File: config.mk
export PLATFORM = sky130hd
export DESIGN_NAME = display_7seg_scan
export DESIGN_NICKNAME = d
export VERILOG_FILES = /design/src/rtl/display_pkg.sv /design/src/rtl/seg7_decode.sv /design/src/rtl/display_7seg_scan.sv
export SDC_FILE = /design/constraint.sdc
export NUM_CORES = 1
export LEC_CHECK = 0
export ABC_CLOCK_PERIOD_IN_PS = 5400
export CAP_MARGIN = 20
export CORE_MARGIN = 2
export CORE_UTILIZATION = 57
export CTS_CLUSTER_SIZE = 10
export DETAILED_ROUTE_END_ITERATION = 8
export PLACE_DENSITY_LB_ADDON = 0.25
export SLEW_MARGIN = 15
export SYNTH_ARGS = -nofsm -noshare
export SYNTH_HDL_FRONTEND = slang
export SYNTH_SLANG_ARGS = --single-unit
File: constraint.sdc
create_clock -name clk -period 5.4 [get_ports clk]
set_input_delay 0.81 -clock clk [delete_from_list [all_inputs] [get_ports clk]]
set_output_delay 0.81 -clock clk [all_outputs]
set_load 0.01 [all_outputs]
File: src/rtl/display_pkg.sv
// display_pkg: segment patterns, 7-segment typedef and active-low polarity constants
package display_pkg;
    typedef logic [6:0] seg7_t;
    localparam logic  AN_ON   = 1'b0;
    localparam logic  AN_OFF  = 1'b1;
    localparam logic  DP_ON   = 1'b0;
    localparam logic  DP_OFF  = 1'b1;
    localparam seg7_t SEG_OFF = 7'h7F;
    localparam seg7_t SEG_0   = 7'b1000000;
    localparam seg7_t SEG_1   = 7'b1111001;
    localparam seg7_t SEG_2   = 7'b0100100;
    localparam seg7_t SEG_3   = 7'b0110000;
    localparam seg7_t SEG_4   = 7'b0011001;
    localparam seg7_t SEG_5   = 7'b0010010;
    localparam seg7_t SEG_6   = 7'b0000010;
    localparam seg7_t SEG_7   = 7'b1111000;
    localparam seg7_t SEG_8   = 7'b0000000;
    localparam seg7_t SEG_9   = 7'b0010000;
    localparam seg7_t SEG_A   = 7'b0001000;
    localparam seg7_t SEG_B   = 7'b0000011;
    localparam seg7_t SEG_C   = 7'b1000110;
    localparam seg7_t SEG_D   = 7'b0100001;
    localparam seg7_t SEG_E   = 7'b0000110;
    localparam seg7_t SEG_F   = 7'b0001110;
endpackage

File: src/rtl/seg7_decode.sv
// seg7_decode: nibble to active-low {g..a} segment pattern, letters optional
module seg7_decode
    import display_pkg::*;
#(
    parameter bit HEX_EN = 1'b1
) (
    input  logic [3:0] nib,
    output seg7_t      seg
);
    // table lookup; codes above 9 become letters or stay dark
    always_comb begin
        case (nib)
            4'd0:    seg = SEG_0;
            4'd1:    seg = SEG_1;
            4'd2:    seg = SEG_2;
            4'd3:    seg = SEG_3;
            4'd4:    seg = SEG_4;
            4'd5:    seg = SEG_5;
            4'd6:    seg = SEG_6;
            4'd7:    seg = SEG_7;
            4'd8:    seg = SEG_8;
            4'd9:    seg = SEG_9;
            4'd10:   seg = HEX_EN ? SEG_A : SEG_OFF;
            4'd11:   seg = HEX_EN ? SEG_B : SEG_OFF;
            4'd12:   seg = HEX_EN ? SEG_C : SEG_OFF;
            4'd13:   seg = HEX_EN ? SEG_D : SEG_OFF;
            4'd14:   seg = HEX_EN ? SEG_E : SEG_OFF;
            default: seg = HEX_EN ? SEG_F : SEG_OFF;
        endcase
    end
endmodule

File: src/rtl/display_7seg_scan.sv
// display_7seg_scan: time-multiplexed common-anode 7-segment driver with frame-synchronous snapshot
module display_7seg_scan
    import display_pkg::*;
#(
    parameter int N_DIGITS    = 4,
    parameter int REFRESH_DIV = 50000,
    parameter bit HEX_EN      = 1'b1
) (
    input  logic                  clk,
    input  logic                  rst,
    input  logic [4*N_DIGITS-1:0] value,
    input  logic [N_DIGITS-1:0]   dp_in,
    input  logic                  lzb_en,
    output logic [6:0]            seg,
    output logic                  dp,
    output logic [N_DIGITS-1:0]   an,
    output logic                  frame_tick
);
    localparam int CW = $clog2(REFRESH_DIV);
    localparam int IW = N_DIGITS > 1 ? $clog2(N_DIGITS) : 1;
    localparam logic [CW-1:0] CNT_LAST = CW'(REFRESH_DIV - 1);
    localparam logic [IW-1:0] IDX_LAST = IW'(N_DIGITS - 1);

    logic [CW-1:0]         cnt_q, cnt_d;
    logic [IW-1:0]         idx_q, idx_d;
    logic [4*N_DIGITS-1:0] val_q, val_d;
    logic [N_DIGITS-1:0]   dps_q, dps_d;
    seg7_t                 seg_q, seg_d;
    logic                  dp_q, dp_d;
    logic [N_DIGITS-1:0]   an_q, an_d;
    logic                  tick_q, tick_d;
    logic                  slot_end, frame_end, blank;
    logic [3:0]            nib;
    seg7_t                 dec;
    logic [N_DIGITS:0]     lead;

    assign slot_end  = cnt_q == CNT_LAST;
    assign frame_end = slot_end && idx_q == IDX_LAST;
    assign nib       = val_q[{idx_q, 2'b00} +: 4];

    seg7_decode #(.HEX_EN(HEX_EN)) u_dec (
        .nib (nib),
        .seg (dec)
    );

    // lead[i] is set when shadow digits i..N_DIGITS-1 are all zero
    always_comb begin
        lead[N_DIGITS] = 1'b1;
        for (int i = N_DIGITS - 1; i >= 0; i--) lead[i] = lead[i+1] && val_q[4*i +: 4] == 4'd0;
    end

    assign blank = lzb_en && idx_q != '0 && lead[idx_q];

    // scan counters, frame snapshot and next pin pattern (dark on the last cycle of each slot)
    always_comb begin
        cnt_d  = slot_end ? '0 : cnt_q + 1'b1;
        idx_d  = slot_end ? (idx_q == IDX_LAST ? '0 : idx_q + 1'b1) : idx_q;
        val_d  = frame_end ? value : val_q;
        dps_d  = frame_end ? dp_in : dps_q;
        tick_d = frame_end;
        an_d   = slot_end ? {N_DIGITS{AN_OFF}} : ~(N_DIGITS'(1) << idx_q);
        seg_d  = (slot_end || blank) ? SEG_OFF : dec;
        dp_d   = slot_end ? DP_OFF : (dps_q[idx_q] ? DP_ON : DP_OFF);
    end

    // state and registered outputs, all cleared to the dark pattern on reset
    always_ff @(posedge clk) begin
        if (rst) begin
            cnt_q  <= '0;
            idx_q  <= '0;
            val_q  <= '0;
            dps_q  <= '0;
            tick_q <= 1'b0;
            an_q   <= {N_DIGITS{AN_OFF}};
            seg_q  <= SEG_OFF;
            dp_q   <= DP_OFF;
        end else begin
            cnt_q  <= cnt_d;
            idx_q  <= idx_d;
            val_q  <= val_d;
            dps_q  <= dps_d;
            tick_q <= tick_d;
            an_q   <= an_d;
            seg_q  <= seg_d;
            dp_q   <= dp_d;
        end
    end

    assign seg        = seg_q;
    assign dp         = dp_q;
    assign an         = an_q;
    assign frame_tick = tick_q;
endmodule

==> flow_summary.yaml <==
routing:
  drtIter0Drc: 91
  final_antenna_net_count: 0
  wl_per_cell_um: 13.4
  drc: 0
  via_count: 1730
  drt_first_pass_iters: 4
  wl_mm: 4.12
  viasPerCell: 5.64
pwr:
  power.density_nw_per_um2: 230
  irDropWorstVdd_mv: 0.142
  leakagePower_nw: 1.01
synthesis:
  ys_seq_area_share_pct: 44.6
  yosys-top-cells-area: "dfxtp_1, a22o_1, ha_1"
  synth_cell_type_count: 37
  synth_edf_count: 0
  ys.flop_type: "dfxtp_1"
  synth_nets: 258
  synth.avg_cell_area_sq_um: 10.2
  ys_seq_elements: 51
  async_flop_share_pct: 0
  syn_area_sq_um: 2290
  synth.top_cell.area_share_pct: 44.6
  yosysWarnings: 0
  yosys.area.top_type: "dfxtp_1"
  synthCells: 224
grt:
  grt_usage_pct: 20.3
  grt_pass1_vias: 1546
  antenna_found_initial: 0
  grt_overflow: 0
  grt_util_met3_pct: 4.50
  grt-busiest-layer: "met2"
  use_met2_pct: 30.3
  grt_pass1_wl_mm: 6.95
  globalRouteMet1Util_pct: 28.4
  grt_max_degree: 22
worst_setup_path:
  crit_chain: "mux4_1 > ha_1 > mux2_4 > a22oi_1 > nand4_1"
  crit_type: "flip-flop to flip-flop"
  crit_arrival_ns: 2.52
  critPathLaunchType: "flip-flop"
  slowest_delay_ns: 0.76
  cp_max_fo: 12
  cp.required_ns: 5.54
  critical_path_buf_inv_count: 0
  cp_num_cells: 5
  end_kind: "flip-flop"
  rr_worst_depth: 5
  cp_top_family: "multiplexers"
  cp_slowest_cell: "mux4_1"
finish:
  layout_common_cells: "dfxtp_1, clkdlybuf4s50_1, nor2_1, a22o_1, xnor2_1"
  diodes: 0
  syn_to_final_growth_pct: 20.1
  multi_input_area_sq_um: 1180
  register_area_sq_um: 1020
  final_nets: 291
  finish.instance_area_sq_um: 2750
  layout_commonest_cell: "dfxtp_1"
  fillers: 303
  drive_gt1_share_pct: 6.61
die:
  fp.dieH_um: 67.4
  design.core.area_sq_um: 3940
  io_pins: 36
  initial_core_util_pct: 58.0
  rows: 23
  die_area_sq_um: 4540
  die_w_um: 67.4
sta:
  fmax_mhz: 421
  slew_headroom_pct: 48.0
  fin_crit_ns: 2.38
  period_share_pct: 44.0
  setup_viol: 0
  finalMaxSlewViolations: 0
  skew_ns: 0.00871
  hold_violations: 0
  rsz0062_at_grt: "no"
  worstMarginPinSlew_ns: 0.779
  setup_tns_ns: 0
clock_tree:
  post_cts_buffers: 0
  cts_root_buffer: "clkbuf_8"
  cts.path.max_buffers: 2
  clk_pin_slew_worst_paths_ns: 0.09
  h-tree-depth: 2
  clock-sinks: 51
  worst_skew_pair.late_latency_ns: 0.30
  cts_tree: "yes"
  cts_buffers: 5
  cts_resized: 0
  holdBufCountCts: 0
placement:
  post-dp-hpwl_mm: 3.08
  io_buffer_count: 35
  place_area_sq_um: 2660
  place.gp.congestion: 0.831
outcome:
  status: "complete, no violations"
min_path:
  hold_depth: 1
  hold_path.class: "flip-flop to flip-flop"
flow_run:
  maxCapViolations: 0
==> metrics by stage <==
step | total power [mW] | setup WS, ns | utilization (%) | hold slack, ns | cells
floorplan | 0.401 | 3.38 | - | 0.430 | 224
global placement | 0.425 | 2.81 | 67.3 | 0.445 | 300
detailed placement | 0.426 | 2.72 | 67.3 | 0.458 | 300
CTS | 0.638 | 3.02 | 69.6 | 0.474 | 307
global route | 0.655 | 2.89 | 69.7 | 0.498 | 307
finish | 0.632 | 3.02 | 69.7 | 0.475 | 307
==> cell families (layout without fill, tap and decap cells) <==
| logic type | after synthesis | count (layout) | synth area share [%] |
|---|---|---|---|
| and+or+nand+nor | 83 | 83 | 18.9 |
| adders and majority gates | 11 | 11 | 6.01 |
| muxes | 11 | 11 | 9.08 |
| xor gates and xnor gates | 15 | 15 | 5.74 |
| DFF | 51 | 51 | 44.6 |
| buffers and inverters | 20 | 53 | 4.21 |
| AOI/OAI and AO/OA | 33 | 33 | 11.4 |
==> power by group <==
group / leakage (nW) / internal, mW / switching, mW
clock: 0.0470 / 0.101 / 0.115
combinational: 0.545 / 0.0216 / 0.0122
sequential: 0.414 / 0.380 / 0.00253
total: 1.01 / 0.503 / 0.129
==> metal layers <==
metal	vias up	wire (um)
met5	-	0
met4	0	47
met3	4	219
met2	52	1830
met1	804	2010
li1	870	-
==> synth_stat cells (5+ instances only) <==
master	count
dfxtp_1	51
nor2_1	25
a22o_1	20
xnor2_1	13
nand2_1	12
ha_1	11
inv_1	10
nand4_1	9
nand3_1	7
nor4_1	6
buf_2	5
nor3_1	5
==> sequential cells by signal, indices dropped and copies added (netlist names) <==
| signal | cells |
|---|---|
| val_q | 16 |
| frame_tick | 1 |
| dp | 1 |
| idx_q | 2 |
| an | 4 |
| dps_q | 4 |
| cnt_q | 16 |
| seg | 7 |
==> final timing paths <==
kind,end,slack [ns],from
worst max-delay path,seg[0]$_SDFF_PP1_,3.02,idx_q[0]$_SDFFE_PP0P_
worst min-delay path,cnt_q[0]$_SDFF_PP0_,0.47,cnt_q[0]$_SDFF_PP0_
worst max register to register,seg[0]$_SDFF_PP1_,3.02,idx_q[0]$_SDFFE_PP0P_
worst min register to register,cnt_q[0]$_SDFF_PP0_,0.47,cnt_q[0]$_SDFF_PP0_
==> worst register-to-register path, stage by stage (launching register included) <==
cell	delay [ns]
dfxtp_1	0.66
mux4_1	0.76
ha_1	0.28
mux2_4	0.27
a22oi_1	0.15
nand4_1	0.10
==> area by class of cell <==
cell class,instances,share of cell area (%)
clock buffers,6,3.00
clock inverters,1,0.182
inverters,10,1.37
multi-input cells,153,43.0
flip-flops and latches,51,37.1
well taps,50,2.28
repair buffers,36,13.0
No activity file was read; power rests on OpenSTA's default activity.
==> RTL change (same flow settings) <==
Register the inputs `value`, `dp_in` and `lzb_en` before use, with the module's reset. The logic sees them one clock later.
--- a/src/rtl/display_7seg_scan.sv
+++ b/src/rtl/display_7seg_scan.sv
@@ -20,6 +20,22 @@
     localparam int IW = N_DIGITS > 1 ? $clog2(N_DIGITS) : 1;
     localparam logic [CW-1:0] CNT_LAST = CW'(REFRESH_DIV - 1);
     localparam logic [IW-1:0] IDX_LAST = IW'(N_DIGITS - 1);
+
+    logic [4*N_DIGITS-1:0] value_q;
+    logic [N_DIGITS-1:0] dp_r;
+    logic lzb_en_q;
+
+    always_ff @(posedge clk) begin
+        if (rst) begin
+            value_q  <= '0;
+            dp_r     <= '0;
+            lzb_en_q <= '0;
+        end else begin
+            value_q  <= value;
+            dp_r     <= dp_in;
+            lzb_en_q <= lzb_en;
+        end
+    end
 
     logic [CW-1:0]         cnt_q, cnt_d;
     logic [IW-1:0]         idx_q, idx_d;
@@ -49,14 +65,14 @@
         for (int i = N_DIGITS - 1; i >= 0; i--) lead[i] = lead[i+1] && val_q[4*i +: 4] == 4'd0;
     end
 
-    assign blank = lzb_en && idx_q != '0 && lead[idx_q];
+    assign blank = lzb_en_q && idx_q != '0 && lead[idx_q];
 
     // scan counters, frame snapshot and next pin pattern (dark on the last cycle of each slot)
     always_comb begin
         cnt_d  = slot_end ? '0 : cnt_q + 1'b1;
         idx_d  = slot_end ? (idx_q == IDX_LAST ? '0 : idx_q + 1'b1) : idx_q;
-        val_d  = frame_end ? value : val_q;
-        dps_d  = frame_end ? dp_in : dps_q;
+        val_d  = frame_end ? value_q : val_q;
+        dps_d  = frame_end ? dp_r : dps_q;
         tick_d = frame_end;
         an_d   = slot_end ? {N_DIGITS{AN_OFF}} : ~(N_DIGITS'(1) << idx_q);
         seg_d  = (slot_end || blank) ? SEG_OFF : dec;
Function: same outputs for any inputs over 10 cycles, from zero or initial values and one cycle with rst high; that may be too few to reach the edited logic, so the function may still have changed.
==> RTL change against the unedited design <==
- synthesized area grew 22%
- routed wire length rose by 23%
- clock skew increased by 0.0033 ns
- total power increased by 81%
- sequential cell count up 21
- cell area increased by 25%
- setup slack got worse by 0.29 ns
- count of clock-buffer cells in the layout increased by 3
- sequential power rose by 43%
- largest cell class is now flip-flops and latches
==> RTL change: results (changes against the unedited design) <==
Parameter                              Value

Pwr
  Switching share of total power ... 19.2% (was 20.5%)
  Power of the combinational group ... 40.7 uW (was 33.8 uW)
  Worst vdd ir ... 0.231 mV (was 0.142 mV)
  Sequential share of power ... 48.0% (was 60.6%)
  Power dissipated in sequential cells ... 549 uW (was 383 uW)
  Leak ... 0.00131 uW (was 0.00101 uW)

GRT
  Met1 routing resource usage after global routing ... 28.5% (was 28.4%)
  Via count of the first global-routing pass ... 1769 (was 1546)
  Overall track demand over capacity in global routing ... 20.8% (was 20.3%)
  Fraction of met3 tracks used by global routing ... 4.61% (was 4.50%)

Cells and area
  Register area ... 0.00144 mm^2 (was 0.00102 mm^2)
  Final Non-Filler Cells ... 360 (was 307)
  Number of nets in the layout ... 322 (was 291)
  Number of combinational gates with multiple inputs ... 165 (was 153)
  Fraction of final layout cells sized beyond drive strength 1 ... 10.2% (was 6.61%)
  Fillers ... 349 (was 303)
  Synthesis-to-finish area growth ... 22.5% (was 20.1%)
  Inverter count ... 4 (was 10)

Detailed routing
  Vias post-DR ... 1881 (was 1730)
  Initial DRC count ... 96 (was 91)

Critical path
  Slowest library cell on the worst path ... sky130_fd_sc_hd__clkdlybuf4s50_1 (was sky130_fd_sc_hd__mux4_1)
  Critical-path maximum fanout ... 27 (was 12)
  Critical path data arrival time ... 2.84 ns (was 2.52 ns)
  Delay of the slowest critical-path stage ... 0.91 ns (was 0.76 ns)

Outcome
  Outcome ... finished, final reports clean (unchanged)

Place
  Inst Count DP ... 344 (was 300)
  Placed instance area ... 0.00317 mm^2 (was 0.00266 mm^2)
  Routability cong. ... 0.852 (was 0.831)

STA
  Worst slew margin relative to its limit ... 35.9% (was 48.0%)

Logic synthesis
  Cell types occupying the most area after synthesis ... sky130_fd_sc_hd__dfxtp_1 51%, sky130_fd_sc_hd__a22o_1 6.3%, sky130_fd_sc_hd__nor2b_1 5.6% (was sky130_fd_sc_hd__dfxtp_1 45%, sky130_fd_sc_hd__a22o_1 7.7%, sky130_fd_sc_hd__ha_1 6.0%)
  Average footprint of a synthesized cell ... 10.9 um^2 (was 10.2 um^2)
  Number of unique standard cell types used by synthesis ... 41 (was 37)
  Commonest cells in the synthesized netlist ... 72 x sky130_fd_sc_hd__dfxtp_1, 25 x sky130_fd_sc_hd__nor2b_1, 20 x sky130_fd_sc_hd__a22o_1 (was 51 x sky130_fd_sc_hd__dfxtp_1, 25 x sky130_fd_sc_hd__nor2_1, 20 x sky130_fd_sc_hd__a22o_1)
## RTL change: cells by family after synthesis
| logic type | count (synthesis) | share of synthesized area, % |
|---|---|---|
| AO/OA/AOI/OAI | 37 | 10.5 |
| XOR/XNOR | 13 | 4.06 |
| adder cells (fa/ha/maj) | 11 | 4.91 |
| buffers and inverters | 20 | 3.30 |
| flip-flops | 72 | 51.4 |
| multiplexers | 10 | 6.34 |
| AND/OR/NAND/NOR | 94 | 19.4 |
## RTL change: final timing paths
kind                               from                    end  slack [ns]  cells after the start
hold / removal    value_q[8]$_SDFF_PP0_  val_q[8]$_SDFFE_PP0P_        0.44                      1
setup / recovery                    rst      seg[2]$_SDFF_PP1_        2.73                      3
hold reg to reg   value_q[8]$_SDFF_PP0_  val_q[8]$_SDFFE_PP0P_        0.44                      1
setup reg to reg    cnt_q[4]$_SDFF_PP0_  dps_q[1]$_SDFFE_PP0P_        2.89                      4
